### src/rtl/port_uart_tx.sv
// Byte-wide UART transmitter for the core's output port: a small FIFO absorbs store bursts
// and an 8N1 serializer drains it onto Tx, with FIFO status exported for polling.
module port_uart_tx #(
   parameter int unsigned CLKS_PER_BIT = 16,
   parameter int unsigned FIFO_DEPTH   = 4,
   parameter int unsigned DATA_WIDTH   = 32,
   localparam int unsigned CW          = $clog2(FIFO_DEPTH) + 1
) (
   input  logic                  clk,
   input  logic                  reset,
   input  logic                  WrEn,
   input  logic [DATA_WIDTH-1:0] WrData,
   input  logic                  ClearOvf,
   output logic                  Tx,
   output logic                  Busy,
   output logic                  Full,
   output logic                  Empty,
   output logic [CW-1:0]         Count,
   output logic                  Overflow
);

   localparam int unsigned PW = (FIFO_DEPTH > 1) ? $clog2(FIFO_DEPTH) : 1;
   localparam int unsigned BW = (CLKS_PER_BIT > 1) ? $clog2(CLKS_PER_BIT) : 1;

   typedef enum logic [1:0] {StIdle, StStart, StData, StStop} state_e;

   state_e          state_q;
   logic [BW-1:0]   baud_q;
   logic [2:0]      bit_q;
   logic [7:0]      shift_q;
   logic            tx_q;
   logic            ovf_q;
   logic [CW-1:0]   count_q;
   logic [PW-1:0]   wr_ptr_q;
   logic [PW-1:0]   rd_ptr_q;
   logic [7:0]      mem [FIFO_DEPTH];

   logic            full;
   logic            empty;
   logic            baud_tc;
   logic            push;
   logic            pop;
   logic [7:0]      head;
   logic            unused_upper;

   assign unused_upper = ^WrData[DATA_WIDTH-1:8];

   assign full    = (count_q == CW'(FIFO_DEPTH));
   assign empty   = (count_q == '0);
   assign baud_tc = (baud_q == BW'(CLKS_PER_BIT - 1));
   assign push    = WrEn & ~full;
   // Pop from IDLE, or on the last STOP cycle for back-to-back frames.
   assign pop     = ~empty & ((state_q == StIdle) | ((state_q == StStop) & baud_tc));
   assign head    = mem[rd_ptr_q];

   always_ff @(posedge clk) begin
      if (push) begin
         mem[wr_ptr_q] <= WrData[7:0];
      end
   end

   always_ff @(posedge clk) begin
      if (reset) begin
         wr_ptr_q <= '0;
         rd_ptr_q <= '0;
         count_q  <= '0;
         ovf_q    <= 1'b0;
      end else begin
         if (push) wr_ptr_q <= wr_ptr_q + PW'(1);
         if (pop)  rd_ptr_q <= rd_ptr_q + PW'(1);
         unique case ({push, pop})
            2'b10:   count_q <= count_q + CW'(1);
            2'b01:   count_q <= count_q - CW'(1);
            default: count_q <= count_q;
         endcase
         // A dropped write wins over a clear on the same edge.
         if (WrEn && full) begin
            ovf_q <= 1'b1;
         end else if (ClearOvf) begin
            ovf_q <= 1'b0;
         end
      end
   end

   always_ff @(posedge clk) begin
      if (reset) begin
         state_q <= StIdle;
         baud_q  <= '0;
         bit_q   <= '0;
         shift_q <= '0;
         tx_q    <= 1'b1;
      end else begin
         unique case (state_q)
            StIdle: begin
               tx_q <= 1'b1;
               if (pop) begin
                  shift_q <= head;
                  baud_q  <= '0;
                  tx_q    <= 1'b0;
                  state_q <= StStart;
               end
            end
            StStart: begin
               if (baud_tc) begin
                  baud_q  <= '0;
                  bit_q   <= '0;
                  tx_q    <= shift_q[0];
                  state_q <= StData;
               end else begin
                  baud_q <= baud_q + BW'(1);
               end
            end
            StData: begin
               if (baud_tc) begin
                  baud_q <= '0;
                  if (bit_q == 3'd7) begin
                     tx_q    <= 1'b1;
                     state_q <= StStop;
                  end else begin
                     shift_q <= shift_q >> 1;
                     bit_q   <= bit_q + 3'd1;
                     tx_q    <= shift_q[1];
                  end
               end else begin
                  baud_q <= baud_q + BW'(1);
               end
            end
            StStop: begin
               if (baud_tc) begin
                  baud_q <= '0;
                  if (pop) begin
                     shift_q <= head;
                     tx_q    <= 1'b0;
                     state_q <= StStart;
                  end else begin
                     tx_q    <= 1'b1;
                     state_q <= StIdle;
                  end
               end else begin
                  baud_q <= baud_q + BW'(1);
               end
            end
            default: begin
               tx_q    <= 1'b1;
               state_q <= StIdle;
            end
         endcase
      end
   end

   assign Tx       = tx_q;
   assign Busy     = (state_q != StIdle);
   assign Full     = full;
   assign Empty    = empty;
   assign Count    = count_q;
   assign Overflow = ovf_q;

endmodule
### config.mk
export PLATFORM = sky130hd
export DESIGN_NAME = port_uart_tx
export DESIGN_NICKNAME = d
export VERILOG_FILES = /design/src/rtl/port_uart_tx.sv
export SDC_FILE = /design/constraint.sdc
export NUM_CORES = 1
export LEC_CHECK = 0
export BUFFER_PORTS_ARGS = -buffer_cell sky130_fd_sc_hd__buf_4
export CAP_MARGIN = 20
export CORE_MARGIN = 2
export CORE_UTILIZATION = 45
export CTS_BUF_LIST = sky130_fd_sc_hd__clkbuf_4 sky130_fd_sc_hd__clkbuf_8
export DETAILED_ROUTE_END_ITERATION = 8
export GPL_ROUTABILITY_DRIVEN = 0
export HOLD_SLACK_MARGIN = 0.02
export PLACE_DENSITY = 0.66
export SLEW_MARGIN = 20
export SYNTH_ARGS = -nofsm -noshare
export SYNTH_HDL_FRONTEND = slang
export SYNTH_SLANG_ARGS = --single-unit
### constraint.sdc
create_clock -name clk -period 6.5 [get_ports clk]
set_input_delay 0.325 -clock clk [delete_from_list [all_inputs] [get_ports clk]]
set_output_delay 0.325 -clock clk [all_outputs]
set_load 0.05 [all_outputs]
* Word level (Yosys, flattened, before mapping)
Memories as Yosys holds them, arrays and structs flattened. A register that Yosys moved wholly into a read port is not among the register bits.
Cells that the tools add are included.
** Word-level totals
- Flip-flop bits (word level) :: 26
- Bits in writable memories :: 32
- Input port bits :: 36
- Output and inout port bits :: 8
- Word-level logic and storage cells :: 81
- Memories kept :: 1
** Memories
- mem :: words 4, width 8, read ports 1, clocked after memory_dff 1, wr ports 1, RTL line 36 : logic [7:0] mem [FIFO_DEPTH];
** Operators by class
- $add $sub $neg :: 6
- Equality and inequality tests :: 14
- Muxes and demuxes :: 32
- Bitwise logic cells :: 6
- Reduce and logical (&&, ||, !) cells :: 13
** Operators with widths (number)
- two-way mux 8 bit :: 4
- one-hot mux 8 bit (3 select lines) :: 1
- two-way mux 2 bit :: 7
- inequality test 2 bit, second input constant :: 6
- one-hot mux 3 bit (2 select lines) :: 2
- two-way mux 1 bit :: 10
- two-way mux 3 bit :: 3
- two-way mux 4 bit :: 2
- one-hot mux 2 bit (4 select lines) :: 1
- one-hot mux 4 bit (2 select lines) :: 1
- AND reduction 4 bit :: 2
- nonzero test 2 bit :: 4
- adder 3 x 1 -> 3 bit, second input constant :: 2
- equality test 2 bit, second input constant :: 3
- equality test 3 bit, second input constant :: 2
- AND reduction 5 bit :: 1
- adder 2 x 1 -> 2 bit, second input constant :: 2
- adder 4 x 1 -> 4 bit, second input constant :: 1
- equality test 2 x 1 -> 1 bit, second input constant :: 2
- equality test 4 bit, second input constant :: 1
- one-hot mux 1 bit (4 select lines) :: 1
- AND 1 bit :: 3
- zero test 3 bit :: 1
- AND reduction 3 bit :: 1
- other kinds (7) :: 8

* Logic depth before layout (Yosys ltp)
Gate-level depths: netlist of the first run.
- Depth after elaboration :: 7
- Gate-level depth with buffers :: 10
- Gate-level depth less buffers :: 9

* Worst setup path before layout of the first run
Ideal clock, no wire load.
- Path type :: register to register
- From :: reg count_q[2], in the netlist Count[2]
- To :: reg count_q[2], in the netlist Count[2]
- Library setup time :: 0.070 ns
- Data arrival time :: 3.234 ns
- Required time :: 6.430 ns
- Setup slack :: 3.196 ns
- Stages on the path, launching flop included :: 10
- Path buffers :: 1
- Period minus slack after synthesis :: 3.304 ns
- Cells stage by stage :: dfxtp_1 -> nor3b_1 -> nor2b_1 -> clkbuf_1 -> inv_1 -> ha_1 -> fa_1 -> xnor2_1 -> or3_1 -> a21oi_1
** Between the ends
- Cells in the longest elaborated chain, start to end :: 5
** Ends and longest elaborated chain
- start: declaration :: RTL line 33 : logic [CW-1:0] count_q;
- start signal: assignment :: RTL line 72 : 2'b10: count_q <= count_q + CW'(1);
- start signal: assignment :: RTL line 73 : 2'b01: count_q <= count_q - CW'(1);
- start signal: assignment :: RTL line 74 : default: count_q <= count_q;
- equality test 3 bit (*) :: RTL line 48 : assign full = (count_q == CW'(FIFO_DEPTH));
- named net Full :: RTL line 16 : output logic Full,
- inverter 1 bit (*) :: RTL line 51 : assign push = WrEn & ~full;
- AND 1 bit (*) :: RTL line 51
- equality test 2 x 1 -> 1 bit / equality test 2 bit (equally long branches) :: RTL line 71 : unique case ({push, pop})
- one-hot mux 3 bit (2 select lines) / nonzero test 2 bit (equally long branches)
The timed path passes the listed nets; every way through them passes the cells marked *.
A chain may end at the register's enable or synchronous reset.

* Final worst setup path of the first run
- From :: reg state_q[0]
- To :: reg count_q[2], in the netlist Count[2]
** Between the ends
- Cells in the longest elaborated chain, start to end :: 6
** Ends and longest elaborated chain
- start: declaration :: RTL line 27 : state_e state_q;
- start signal: assignment :: RTL line 87 : state_q <= StIdle;
- start signal: assignment :: RTL line 100 : state_q <= StStart;
- start signal: assignment :: RTL line 108 : state_q <= StData;
- equality test 2 bit :: RTL line 53 : assign pop = ~empty & ((state_q == StIdle) | ((state_q == StStop) & baud_tc));
- AND 1 bit :: RTL line 53
- bitwise OR 1 bit (*) :: RTL line 53
- AND 1 bit (*) :: RTL line 53
- named net pop :: RTL line 42 : logic pop;
- equality test 2 x 1 -> 1 bit / equality test 2 bit (equally long branches) :: RTL line 71
- one-hot mux 3 bit (2 select lines) / nonzero test 2 bit (equally long branches)
Marked as above.

==> impl_metrics.json, run 1 <==
{
  "outcome": "completed",
  "nets": 284,
  "rsz0062_at_grt": "no",
  "final-hold-violation-count": 0,
  "worst_slack_ps": 3810,
  "synth_ff_type": "edfxtp_1",
  "coreArea_um2": 5890,
  "post_drt_wl_per_cell_um": 14.1,
  "reg2reg_depth": 9,
  "ir_worst_vdd_mv": 0.243,
  "async_flop_share": 0,
  "cts_tree": "done",
  "drt-initial-drc-count": 98,
  "r2r_end": "Count[2]",
  "first_pass_iters": 4,
  "dp_hpwl_um": 2840,
  "io_buffer_count": 19,
  "reg2reg_from": "state_q[0]",
  "synth_most_common_cell": "edfxtp_1",
  "grt_max_degree": 28,
  "dp_slack_ps": 3870,
  "path_clk_slew_ps": 70,
  "hold_path.class": "input port to flip-flop",
  "hold_buffers": 0,
  "syn_area_um2": 2740,
  "grt_pass1_vias": 1565,
  "post_cts_resized": 0,
  "htree_levels": 3,
  "maxSlewHeadroom": 0.447,
  "avgViaCountPerCell": 5.26,
  "synth_edf_count": 32,
  "dp.cells": 297,
  "seq_area_frac_synth": 0.556,
  "fin_crit_ps": 2690,
  "grt.total_usage": 0.149,
  "synth_nets": 265,
  "slowest_delay_ps": 460,
  "synth.top_cells.by_count": "32 x edfxtp_1, 28 x dfxtp_1, 21 x nor2_1, 14 x ha_1, 13 x a21oi_1",
  "setup_viol": 0,
  "worstSkewPairLatency_ps": 340,
  "ios": 44,
  "antenna_found_initial": 0,
  "postCtsSetupRepairBufs": 0,
  "overflow": 0,
  "cp_top_family": "adder cells",
  "synth_cells": 214,
  "vias": 1645,
  "area_growth_pct": 13.2,
  "drive_gt1_frac": 0.231,
  "route.detailed.drc": 0,
  "critPathKind": "flip-flop to flip-flop",
  "skew_ps": 8.48,
  "fp.dieW_um": 82.0,
  "die_h_um": 82.0,
  "cpMostUsedCell": "ha_1",
  "yosysTopAreaCellShare": 0.351,
  "power_density_nw_per_um2": 462,
  "ant_nets": 0,
  "start_util": 0.465,
  "routed_wl_um": 4420,
  "synth.largest_area_cell": "edfxtp_1",
  "rrSetupSlack_ps": 3810,
  "fmax_ghz": 0.372,
  "rows": 28,
  "min_from": "WrData[6]",
  "numCtsBuffers": 9,
  "finalMaxSlewViolations": 0,
  "crit_fanout": 10,
  "synth.ff_latch_count": 60,
  "syn_avg_cell_area_um2": 12.8,
  "num-fill-cells": 517,
  "grt_pass1_wl_um": 7250,
  "cap_violations": 0,
  "worst_pin_slew_ps": 829,
  "setup_tns_ps": 0,
  "yosysWarningCount": 0,
  "worstPathRequired_ps": 6780,
  "n_antenna_cell": 0,
  "cts-root-buf": "clkbuf_8",
  "end_kind": "flip-flop",
  "clock-sinks": 60,
  "clock_tree.buffer_depth": 2,
  "synth.area.top_cells": "edfxtp_1 35%, dfxtp_1 20%, mux4_2 6.6%",
  "holdPathEnd": "mem[1][6]",
  "cp_cell_sequence": "inv_1 > ha_1 > a41oi_1 > nor2_1 > ha_1 > fa_1 > xnor2_1 > or3_1 > a21oi_1",
  "slowest_stage": "dfxtp_1",
  "synth_cell_types": 47,
  "cp.arrival_ps": 2960,
  "worst-path-stages": 9,
  "crit_buf_inv": 1,
  "hold_path_depth": 1,
  "p_leak_uw": 0.00112,
  "fin_cells": 313,
  "period_share": 0.413,
  "die_area_um2": 6720,
  "cp-start-kind": "flip-flop"
}
==> cells by family after synthesis <==
logic type	synth area share
flip-flops	0.556
adder cells (fa/ha/maj)	0.0713
multiplexers	0.0928
AO/OA/AOI/OAI	0.101
buffers and inverters	0.0443
XOR/XNOR	0.0160
AND/OR/NAND/NOR	0.119
==> through the flow <==
step | instance area [µm²] | utilization | hold slack, ps | total power (µW)
3_3_place_gp | 2900 | 0.492 | 450 | 1100
3_5_place_dp | 2900 | 0.492 | 458 | 1100
4_1_cts | 3100 | 0.526 | 165 | 1440
5_1_grt | 3100 | 0.526 | 171 | 1520
6_report | 3100 | 0.526 | 178 | 1430
2_1_floorplan | 2740 | - | 424 | 1010
==> registers in the layout (all words and copies together) (netlist names), named ones only <==
name / count
Count: 3
Overflow: 1
Tx: 1
baud_q: 4
bit_q: 3
mem: 32
rd_ptr_q: 2
shift_q: 8
state_q: 2
wr_ptr_q: 2
==> layout make-up <==
type	count	area (µm²)	area share
Multi-Input combinational cell	131	1090	0.353
Clock buffer	9	124	0.0400
Clock inverter	7	76.3	0.0246
Inverter	12	45.0	0.0145
Tap cell	75	93.8	0.0303
Sequential cell	60	1520	0.491
Timing Repair Buffer	19	143	0.0460
==> routing by layer <==
metal,part of all wire,wire [µm],vias up,track usage
met1,0.48,2130,781,0.193
met3,0.029,127,10,0.0385
met4,0.021,93,0,0.0900
met2,0.47,2070,20,0.224
li1,-,-,834,-
met5,0,0,-,0
==> power by group <==
group | total, µW | leakage (µW) | internal, µW | switching (µW)
Clock | 338 | 0.0000958 | 179 | 159
Sequential | 536 | 0.000523 | 478 | 57.9
Combinational | 556 | 0.000499 | 233 | 323
==> how the worst max path moves through the flow <==
stage	startpoint	end	slack [ps]
global placement	state_q[0]	Count[2]	3870
global route	state_q[0]	Count[2]	3630
CTS	state_q[0]	Count[2]	3840
floorplan	Count[2]	Count[2]	3200
finish	state_q[0]	Count[2]	3810
detailed placement	state_q[0]	Count[2]	3870
==> placed cells by master (no fill, tap or decap), drive strengths merged, types with 4 or more instances in the layout <==
cell type  instances
a21oi             15
nor2              22
inv               13
a311oi             6
a221o              4
mux2i              4
nand2              7
buf               19
clkbuf             9
xnor2              4
and2               4
nand3              9
mux4               8
ha                14
dfxtp             28
edfxtp            32
==> worst reg2reg max path: stages, from the launching register on <==
cell	delay (ps)
dfxtp_1	460
inv_1	130
ha_1	340
a41oi_1	360
nor2_1	130
ha_1	240
fa_1	380
xnor2_1	140
or3_1	310
a21oi_1	140
Power figures use the tool's default switching activity.
==> run 2, diff against run 1 <==
- PLACE_DENSITY: 0.66 -> 0.68
- clock period: 6.5 -> 2.45 ns (I/O delays scaled with it)
==> run 2 against run 1 <==
Compared with the run above:
- total power grew to 2.6 times the previous value
- combinational power rose to 2.9 times the previous value
- cell area up 5.1%
- cell count grew 6.1%
- setup slack got worse by 3600 ps
- largest power group unchanged
- count of clock-buffer cells in the layout did not move
- critical path type unchanged
- clock skew is 1.5 ps higher
- utilization increased by 2.7 points
==> impl_metrics.json, run 2 (synthesis gave the netlist of run 1 again) <==
{
  "die_area_um2": 6720,
  "path_clk_slew_ps": 70,
  "cts_tree": "done",
  "start_util": 0.465,
  "fp.dieW_um": 82.0,
  "setup_viol": 0,
  "dp_hpwl_um": 3100,
  "worstSkewPairLatency_ps": 330,
  "first_pass_iters": 4,
  "routed_wl_um": 4620,
  "skew_ps": 10.0,
  "r2r_end": "Count[2]",
  "ant_nets": 0,
  "power_frac_comb": 0.427,
  "final_area_um2": 3260,
  "final-hold-violation-count": 0,
  "seqPwrFrac": 0.376,
  "cts-root-buf": "clkbuf_8",
  "area_growth_pct": 18.9,
  "avgViaCountPerCell": 5.23,
  "slowest_delay_ps": 390,
  "worst_pin_slew_ps": 616,
  "n_antenna_cell": 0,
  "fin_crit_ps": 2250,
  "nets": 303,
  "io_buffer_count": 19,
  "grt_pass1_vias": 1703,
  "vias": 1738,
  "most-common-layout-cells": "32 x edfxtp_1, 29 x buf_4, 25 x dfxtp_1, 21 x nor2_1, 14 x ha_1",
  "slowest_stage": "dfxtp_1",
  "cp-startpoint": "state_q[1]",
  "crit_fanout": 5,
  "drt-initial-drc-count": 99,
  "cp_cell_sequence": "inv_2 > ha_1 > a41oi_2 > nor2_1 > ha_1 > fa_1 > xnor2_1 > or3_1 > a21oi_1",
  "coreArea_um2": 5890,
  "drive_gt1_frac": 0.272,
  "die_h_um": 82.0,
  "route.detailed.drc": 0,
  "post_drt_wl_per_cell_um": 13.9,
  "p_int_uw": 2340,
  "rsz0062_at_grt": "no",
  "rrSetupSlack_ps": 200,
  "crit_end": "Count[2]",
  "finalMaxSlewViolations": 0,
  "reg2reg_depth": 9,
  "overflow": 0,
  "antenna_found_initial": 0,
  "grt_pass1_wl_um": 7800,
  "htree_levels": 3,
  "fmax_ghz": 0.444,
  "postCtsSetupRepairBufs": 0,
  "outcome": "completed",
  "p_sw_uw": 1430,
  "largest_reg_flops": 32,
  "grt.total_usage": 0.157,
  "cap_violations": 0,
  "switching_share": 0.380,
  "power_density_nw_per_um2": 1160,
  "p_leak_uw": 0.00120,
  "final_common_cell": "edfxtp_1",
  "end_kind": "flip-flop",
  "critPathKind": "flip-flop to flip-flop",
  "period_share": 0.919,
  "power.share.clock": 0.197,
  "min_from": "ClearOvf",
  "top_register": "mem",
  "cpMostUsedCell": "ha_1",
  "placedInstanceArea_um2": 2990,
  "clock_tree.buffer_depth": 2,
  "rows": 28,
  "numCtsBuffers": 9,
  "ios": 44,
  "setup_tns_ps": 0,
  "ir_worst_vdd_mv": 0.565,
  "maxSlewHeadroom": 0.583,
  "hold_path.class": "input port to flip-flop",
  "cp-start-kind": "flip-flop",
  "top_regs": "mem (32), shift_q (8), baud_q (4)",
  "reg2reg_from": "state_q[1]",
  "cp.arrival_ps": 2510,
  "grt_max_degree": 28,
  "worstPathRequired_ps": 2710,
  "clock-sinks": 60
}
[run 2: layout make-up]
| class | count | area [µm²] |
|---|---|---|
| Timing Repair Buffer | 38 | 308 |
| Clock buffer | 9 | 124 |
| Multi-Input combinational cell | 131 | 1110 |
| Sequential cell | 60 | 1530 |
| Clock inverter | 7 | 43.8 |
| Fill cell | 510 | 2630 |
| Inverter | 12 | 47.5 |
| Tap cell | 75 | 93.8 |
[run 2: per-stage QoR]
| step | cells | total power (µW) | hold WS (ps) | util | setup slack [ps] |
|---|---|---|---|---|---|
| after floorplan | 214 | 2710 | 221 | - | 57.7 |
| after global placement | 307 | 3020 | 324 | 0.508 | 130 |
| after detailed placement | 307 | 3050 | 325 | 0.508 | 106 |
| after CTS | 332 | 3810 | 88.2 | 0.552 | 89.8 |
| after global routing | 332 | 4030 | 151 | 0.553 | 40.3 |
| final | 332 | 3780 | 99.3 | 0.553 | 197 |
[run 2: power groups by stage]
stage | registers (µW) | clock network [µW] | logic (µW)
floorplan | 1510 | 0 | 1200
global placement | 1440 | 0 | 1580
CTS | 1420 | 764 | 1620
global route | 1450 | 803 | 1770
detailed placement | 1440 | 0 | 1610
finish | 1420 | 743 | 1610
[run 2: layer usage]
metal  global-route usage  vias to the layer above  wire, µm
met1                0.196                      835      2150
met2                0.254                       24      2290
met3               0.0429                        6       120
met5                    0                        -         0
met4               0.0750                        0        63
li1                     -                      873         -
[run 2: how the worst min path moves through the flow]
stage	cells past startpoint	to	slack, ps
4_1_cts	4	Overflow	90
5_1_grt	2	baud_q[2]	150
3_5_place_dp	1	mem[1][3]	330
6_report	4	Overflow	100
2_1_floorplan	0	mem[0][0]	220
3_3_place_gp	1	mem[2][6]	320
[run 2: timing repair]
action	in CTS	in global routing
endpoints found under the hold margin	33	0
resized for setup	0	2
endpoints found under the setup margin	0	1
hold buffers	9	0
[run 2: critical path, delay by kind of cell (launching register included)]
kind	cells	cell delay, ps
adder cells (fa/ha/maj)	3	820
AND/OR/NAND/NOR	2	410
flip-flops	1	390
AO/OA/AOI/OAI	2	340
XOR/XNOR	1	140
buffers and inverters	1	90
